==> config.mk <==
export PLATFORM = sky130hd
export DESIGN_NAME = dma_block_scheduler
export DESIGN_NICKNAME = d
export VERILOG_FILES = /design/src/rtl/dma_pkg.sv /design/src/rtl/dma_block_scheduler_rr_arbiter.sv /design/src/rtl/dma_block_scheduler.sv
export SDC_FILE = /design/constraint.sdc
export NUM_CORES = 1
export LEC_CHECK = 0
export ABC_AREA = 1
export CELL_PAD_IN_SITES_DETAIL_PLACEMENT = 0
export CELL_PAD_IN_SITES_GLOBAL_PLACEMENT = 1
export CORE_MARGIN = 1
export CORE_UTILIZATION = 25
export CTS_CLUSTER_DIAMETER = 100
export CTS_CLUSTER_SIZE = 25
export DETAILED_ROUTE_END_ITERATION = 7
export GPL_ROUTABILITY_DRIVEN = 0
export PLACE_DENSITY = 0.64
export RECOVER_POWER = 25
export SLEW_MARGIN = 25
export SYNTH_ARGS = -nofsm -noshare
export SYNTH_HDL_FRONTEND = slang
export SYNTH_SLANG_ARGS = --single-unit
==> constraint.sdc <==
create_clock -name clk -period 2.2 [get_ports clk]
set_input_delay 0.55 -clock clk [delete_from_list [all_inputs] [get_ports clk]]
set_output_delay 0.55 -clock clk [all_outputs]
set_load 0.01 [all_outputs]
==> src/rtl/dma_pkg.sv <==
// Shared definitions for the DMA block scheduler slice.
// Provides the default widths, the memory read/write encoding, the
// scheduler FSM state type and the memory word type.
package dma_pkg;

  localparam int unsigned DMA_ADDR_WIDTH = 16;
  localparam int unsigned DMA_DATA_WIDTH = 16;
  localparam int unsigned DMA_BLOCK_SIZE = 25;

  localparam logic MEM_RD = 1'b1;
  localparam logic MEM_WR = 1'b0;

  typedef enum logic [2:0] {
    IDLE,
    WRITE,
    RD_ISSUE,
    RD_DRAIN,
    RESP
  } state_t;

  typedef logic [DMA_DATA_WIDTH-1:0] word_t;

endpackage

==> src/rtl/dma_block_scheduler_rr_arbiter.sv <==
// Round-robin arbiter.
// Ports:
//   clk, rst  : clock, synchronous active-high reset
//   req       : request vector
//   en        : accept strobe; advances the priority pointer past the grant
//   grant     : one-hot grant, first set bit at or above the pointer (wrapping)
//   grant_id  : index of the granted requester
//   found     : at least one request is set
module rr_arbiter #(
  parameter  int unsigned NUM_REQ = 2,
  localparam int unsigned IW      = $clog2(NUM_REQ)
) (
  input  logic               clk,
  input  logic               rst,
  input  logic [NUM_REQ-1:0] req,
  input  logic               en,
  output logic [NUM_REQ-1:0] grant,
  output logic [IW-1:0]      grant_id,
  output logic               found
);

  logic [IW-1:0] ptr;
  logic [IW-1:0] idx;

  always_comb begin
    grant    = '0;
    grant_id = '0;
    found    = 1'b0;
    idx      = '0;
    for (int unsigned i = 0; i < NUM_REQ; i++) begin
      idx = IW'((32'(ptr) + i) % NUM_REQ);
      if (!found && req[idx]) begin
        grant[idx] = 1'b1;
        grant_id   = idx;
        found      = 1'b1;
      end
    end
  end

  always_ff @(posedge clk) begin
    if (rst) begin
      ptr <= '0;
    end else if (en) begin
      ptr <= (grant_id == IW'(NUM_REQ - 1)) ? '0 : grant_id + 1'b1;
    end
  end

endmodule

==> src/rtl/dma_block_scheduler.sv <==
// Shares a single-port memory between NUM_REQ requesters. Serves single-word
// writes and BLOCK_SIZE-word burst reads, packing read words into one wide
// block response.
// Ports:
//   clk, rst                      : clock, synchronous active-high reset
//   req_valid/rw/addr/wdata       : per-requester request (flat slices)
//   req_ready                     : registered one-hot accept pulse
//   resp_valid/resp_id/resp_data  : block-read completion
//   busy                          : controller not idle
//   mem_en/rw/addr/wdata, rdata   : memory port (read data 1 cycle late)
module dma_block_scheduler
  import dma_pkg::*;
#(
  parameter  int unsigned ADDR_WIDTH = DMA_ADDR_WIDTH,
  parameter  int unsigned DATA_WIDTH = DMA_DATA_WIDTH,
  parameter  int unsigned BLOCK_SIZE = DMA_BLOCK_SIZE,
  parameter  int unsigned NUM_REQ    = 2,
  localparam int unsigned IW         = $clog2(NUM_REQ)
) (
  input  logic                             clk,
  input  logic                             rst,
  input  logic [NUM_REQ-1:0]               req_valid,
  input  logic [NUM_REQ-1:0]               req_rw,
  input  logic [NUM_REQ*ADDR_WIDTH-1:0]    req_addr,
  input  logic [NUM_REQ*DATA_WIDTH-1:0]    req_wdata,
  output logic [NUM_REQ-1:0]               req_ready,
  output logic                             resp_valid,
  output logic [IW-1:0]                    resp_id,
  output logic [BLOCK_SIZE*DATA_WIDTH-1:0] resp_data,
  output logic                             busy,
  output logic                             mem_en,
  output logic                             mem_rw,
  output logic [ADDR_WIDTH-1:0]            mem_addr,
  output logic [DATA_WIDTH-1:0]            mem_wdata,
  input  logic [DATA_WIDTH-1:0]            mem_rdata
);

  localparam int unsigned     CW   = $clog2(BLOCK_SIZE + 1);
  localparam logic [CW-1:0]   LAST = CW'(BLOCK_SIZE - 1);

  state_t                 state, state_next;
  logic [CW-1:0]          cnt;
  logic [ADDR_WIDTH-1:0]  addr_q;
  logic [DATA_WIDTH-1:0]  wdata_q;
  logic [IW-1:0]          id_q;
  logic [DATA_WIDTH-1:0]  rd_buf [BLOCK_SIZE-1];

  logic [NUM_REQ-1:0]     grant;
  logic [IW-1:0]          grant_id;
  logic                   found;
  logic                   accept;

  logic [ADDR_WIDTH-1:0]  addr_arr  [NUM_REQ];
  logic [DATA_WIDTH-1:0]  wdata_arr [NUM_REQ];

  always_comb begin
    for (int unsigned i = 0; i < NUM_REQ; i++) begin
      addr_arr[i]  = req_addr[i*ADDR_WIDTH +: ADDR_WIDTH];
      wdata_arr[i] = req_wdata[i*DATA_WIDTH +: DATA_WIDTH];
    end
  end

  assign accept = (state == IDLE) && found;

  rr_arbiter #(
    .NUM_REQ (NUM_REQ)
  ) u_arb (
    .clk      (clk),
    .rst      (rst),
    .req      (req_valid),
    .en       (accept),
    .grant    (grant),
    .grant_id (grant_id),
    .found    (found)
  );

  always_ff @(posedge clk) begin
    if (rst) state <= IDLE;
    else     state <= state_next;
  end

  always_comb begin
    state_next = state;
    case (state)
      IDLE:     if (found) state_next = req_rw[grant_id] ? RD_ISSUE : WRITE;
      WRITE:    state_next = IDLE;
      RD_ISSUE: if (cnt == LAST) state_next = RD_DRAIN;
      RD_DRAIN: state_next = RESP;
      RESP:     state_next = IDLE;
      default:  state_next = IDLE;
    endcase
  end

  always_ff @(posedge clk) begin
    if (rst) begin
      cnt       <= '0;
      addr_q    <= '0;
      wdata_q   <= '0;
      id_q      <= '0;
      req_ready <= '0;
      resp_data <= '0;
    end else begin
      req_ready <= accept ? grant : '0;
      if (accept) begin
        addr_q  <= addr_arr[grant_id];
        wdata_q <= wdata_arr[grant_id];
        id_q    <= grant_id;
        cnt     <= '0;
      end
      if (state == RD_ISSUE) begin
        cnt <= (cnt == LAST) ? '0 : cnt + 1'b1;
      end
      // Words collect in rd_buf so resp_data stays stable until the next
      // block is complete; it is replaced in one step on the drain cycle.
      if (state == RD_DRAIN) begin
        for (int unsigned k = 0; k < BLOCK_SIZE - 1; k++) begin
          resp_data[k*DATA_WIDTH +: DATA_WIDTH] <= rd_buf[k];
        end
        resp_data[(BLOCK_SIZE-1)*DATA_WIDTH +: DATA_WIDTH] <= mem_rdata;
      end
    end
  end

  // Read data lags the issue by one cycle, so issue slot n captures word n-1.
  always_ff @(posedge clk) begin
    if (state == RD_ISSUE && cnt != '0) begin
      rd_buf[cnt - 1'b1] <= mem_rdata;
    end
  end

  always_comb begin
    mem_en     = 1'b0;
    mem_rw     = MEM_WR;
    mem_addr   = '0;
    mem_wdata  = '0;
    resp_valid = 1'b0;
    resp_id    = '0;
    busy       = (state != IDLE);
    case (state)
      WRITE: begin
        mem_en    = 1'b1;
        mem_addr  = addr_q;
        mem_wdata = wdata_q;
      end
      RD_ISSUE: begin
        mem_en   = 1'b1;
        mem_rw   = MEM_RD;
        mem_addr = addr_q + ADDR_WIDTH'(cnt);
      end
      RESP: begin
        resp_valid = 1'b1;
        resp_id    = id_q;
      end
      default: ;
    endcase
  end

endmodule

==> results.txt <==
DRC Markers -> 0
crit path from -> addr_q[0]
Overall Power -> 0.03704 W
CTS tree -> yes
via count -> 20626
Sw Share -> 0.3037
fin util -> 0.3473
Synth Net Count -> 2779
post-synthesis cell count -> 2683
DIE HEIGHT -> 338.3 um
Simple-Gate Fraction of Synth Area -> 0.1594
CP Cell Sequence -> ha_4 -> fa_2 -> buf_6 -> nand3_4 -> nand2_4 -> buf_6 -> nand2_2 -> nand3b_1 -> nand3_1 -> nand2_1 -> buf_2
Switch Pwr -> 0.01125 W
largest area contributor in the netlist -> edfxtp_1
CTS clock-pin slew for the worst setup and hold paths -> 100 ps
Post-synth EDFFs -> 384
die area -> 0.1145 mm^2
CTS root buffer -> clkbuf_16
Worst Tran Pin Value -> 1637 ps
Post-Synth Adder-Cell Area -> 0.004690
CP max stage cell -> fa_2
ranking of synthesized cells by area -> edfxtp_1 (41%), dfxtp_1 (31%), nor2_1 (11%), o21ai_0 (7.2%), nand2_1 (3.4%)
RR Endpoint -> rd_buf[11][3]
Top FF cell, synth -> dfxtp_1
Critical Path Max Stage Delay -> 360 ps
io pins -> 525
CP required -> 1650 ps
Distinct cells, synth -> 31
CP Data Arrival Time -> 2250 ps
Final Net Count -> 3388
register area share after synthesis -> 0.7222
total track usage -> 0.1603
syn_area_per_cell -> 10.54 um^2
Max Buffers Root-to-Sink -> 3
crit end category -> output pin
Final WS setup -> -595.5 ps
Max Cap Viol -> 1
clock sinks -> 828
Worst R2R Path Depth -> 13
# rows -> 123
total grt overflow -> 0
Fin. Hold Viols -> 0
core region area -> 0.1123 mm^2
Synth Warn # -> 0
failing checks -> max-capacitance violations, max-slew violations, negative setup slack
Pleak -> 14.09 nW
largest net degree at the start of global routing -> 97
drt via density -> 4.273
cell mode on critical path -> buf_6
mux cell area share after synthesis -> 0
count of input and output buffers -> 524
unrepaired setup endpoints after global routing -> yes
final WL -> 94.63 mm
dominant cell by count in the synthesized netlist -> nor2_1
hold_buf cts -> 0
area grow syn2layout -> 38.00%
Reg2Reg Setup Slack -> 30 ps
DR WL/cell -> 19.60 um
Reg-to-Reg Start -> cnt[1]
xor/xnor cell area share of the yosys netlist -> 0.001239
Clock Skews -> 21.39 ps
fmax -> 0.3577 GHz
WS Path Type -> flop to output pin
DRT Pass-1 Iters -> 5
H-tree depth -> 2
Final period util -> 1.271
layout cells sized above 1 -> 0.1422
hpwl dp -> 64.17 mm
antenna violations before repair -> 3
internal power -> 0.02579 W
worst rel slew slack -> -0.09111
cell area power density -> 949.2 mW/mm^2
VDD IR max -> 0.0005212 V
first-pass GRT wire length -> 136.0 mm
CTS Buf Count -> 43
final worst path period need -> 2796 ps
Pins Over Slew Limit -> 13
post-synth top area share -> 0.4078
Yosys reg bits -> 828
crit path max fanout -> 2
Clk pwr share -> 0.252
hold crit path type -> flop to flop
Iter 0 DRT Violations -> 1206
share of flip-flops with an asynchronous set or reset -> 0
Worst-Skew Late Latency -> 630 ps
top cells by count, synth -> nor2_1 (863), dfxtp_1 (444), o21ai_0 (407)
Syn Std Cell Area -> 0.02828 mm^2
Worst Setup EP -> mem_addr[8]
main combinational cell family by area after synthesis -> simple AND/OR/NAND/NOR gates
chip width -> 338.3 um
status -> finished, violations left
Logic pwr share -> 0.249
final setup vio count -> 34
CP Launch Type -> flop
Antenna Nets Post-Route -> 0
Synth Area in Compound Gates -> 0.08173
initial core utilization -> 0.2517
vias in the first global route -> 19715
Layout fillers -> 11347
Sequential Power Share -> 0.499
[repair_timing]
item                                    4_1_cts  5_1_grt
cloned                                        2        1
buffers inserted                             19       17
resized for setup                           356      136
endpoints found under the setup margin      504      370
pin swaps                                    27       30
[worst max-delay path: cells and delay by family, from the launching register on]
family        cells  cell delay (ps)
buf+inv           3              400
simple gates      6              360
flops             1              350
fa+ha+maj         2              520
[cell type report]
class	count	area, um^2	share of cell area
flip-flops and latches	828	20530	0.5261
multi-input cells	1646	7606	0.1949
repair buffers	720	7393	0.1895
well taps	1500	1877	0.04810
clock buffers	69	1236	0.03168
inverters	53	231.5	0.005932
clock inverters	10	145.1	0.003720
diodes	1	2.502	0.00006413
[power groups by stage]
| stage | combinational (W) | sequential (W) | clock [W] |
|---|---|---|---|
| 4_1_cts | 0.00908 | 0.0185 | 0.00972 |
| 2_1_floorplan | 0.00337 | 0.0189 | 0 |
| 6_report | 0.00922 | 0.0185 | 0.00935 |
| 3_3_place_gp | 0.00858 | 0.0188 | 0 |
| 3_5_place_dp | 0.00858 | 0.0188 | 0 |
| 5_1_grt | 0.0101 | 0.0186 | 0.0102 |
[layer usage]
| metal | track usage | vias up | routed length, um |
|---|---|---|---|
| met2 | 0.2703 | 557 | 45520 |
| met5 | 0 | - | 0 |
| met1 | 0.2081 | 9922 | 41310 |
| li1 | - | 10082 | - |
| met3 | 0.04167 | 65 | 6559 |
| met4 | 0.02715 | 0 | 1249 |
[flip-flops by register name, indices dropped and copies added, names as in the netlist]
name	cells
state	3
resp_data	400
cnt	5
u_arb.ptr	1
id_q	1
addr_q	16
wdata_q	16
req_ready	2
rd_buf	384
[how the worst min path moves through the flow]
stage | startpoint | end | depth (start not counted)
6_report | wdata_q[4] | wdata_q[4] | 2
5_1_grt | wdata_q[8] | wdata_q[8] | 2
4_1_cts | mem_rdata[12] | rd_buf[19][12] | 1
3_5_place_dp | wdata_q[4] | wdata_q[4] | 2
3_3_place_gp | wdata_q[9] | wdata_q[9] | 2
2_1_floorplan | id_q | id_q | 2
[cell families after synthesis]
logic type | Yosys count
simple gates | 1174
xor+xnor | 4
compound gates | 458
fa+ha+maj | 10
buf+inv | 209
flops | 828
[stage by stage]
| step | cells | hold slack, ps | setup TNS [ps] | setup slack (ps) | instance area, um^2 |
|---|---|---|---|---|---|
| 6_report | 4827 | 466.1 | -10150 | -595.5 | 39020 |
| 5_1_grt | 4826 | 490.1 | -18360 | -729.3 | 39020 |
| 4_1_cts | 4812 | 346.6 | -13160 | -701.2 | 38670 |
| 3_5_place_dp | 4713 | 456.0 | -43850 | -531.4 | 36730 |
| 3_3_place_gp | 4713 | 452.0 | -30550 | -576.5 | 36730 |
| 2_1_floorplan | 2683 | 435.4 | -37810 | -112.0 | 28280 |
[placed cells by master, fill, tap and decap left out, drive strengths merged, types with 5 or more instances in the layout]
cell type	netlist	final
nand3	42	42
dlygate4sd2	0	32
nand2	256	256
nor3	5	5
clkbuf	94	104
ha	9	9
dlymetal6s2s	0	30
inv	52	59
clkdlybuf4s50	0	410
o21ai	408	408
buf	62	212
dfxtp	444	444
edfxtp	384	384
a21oi	46	46
nor2	864	864
(Power assumes the default switching activity.)
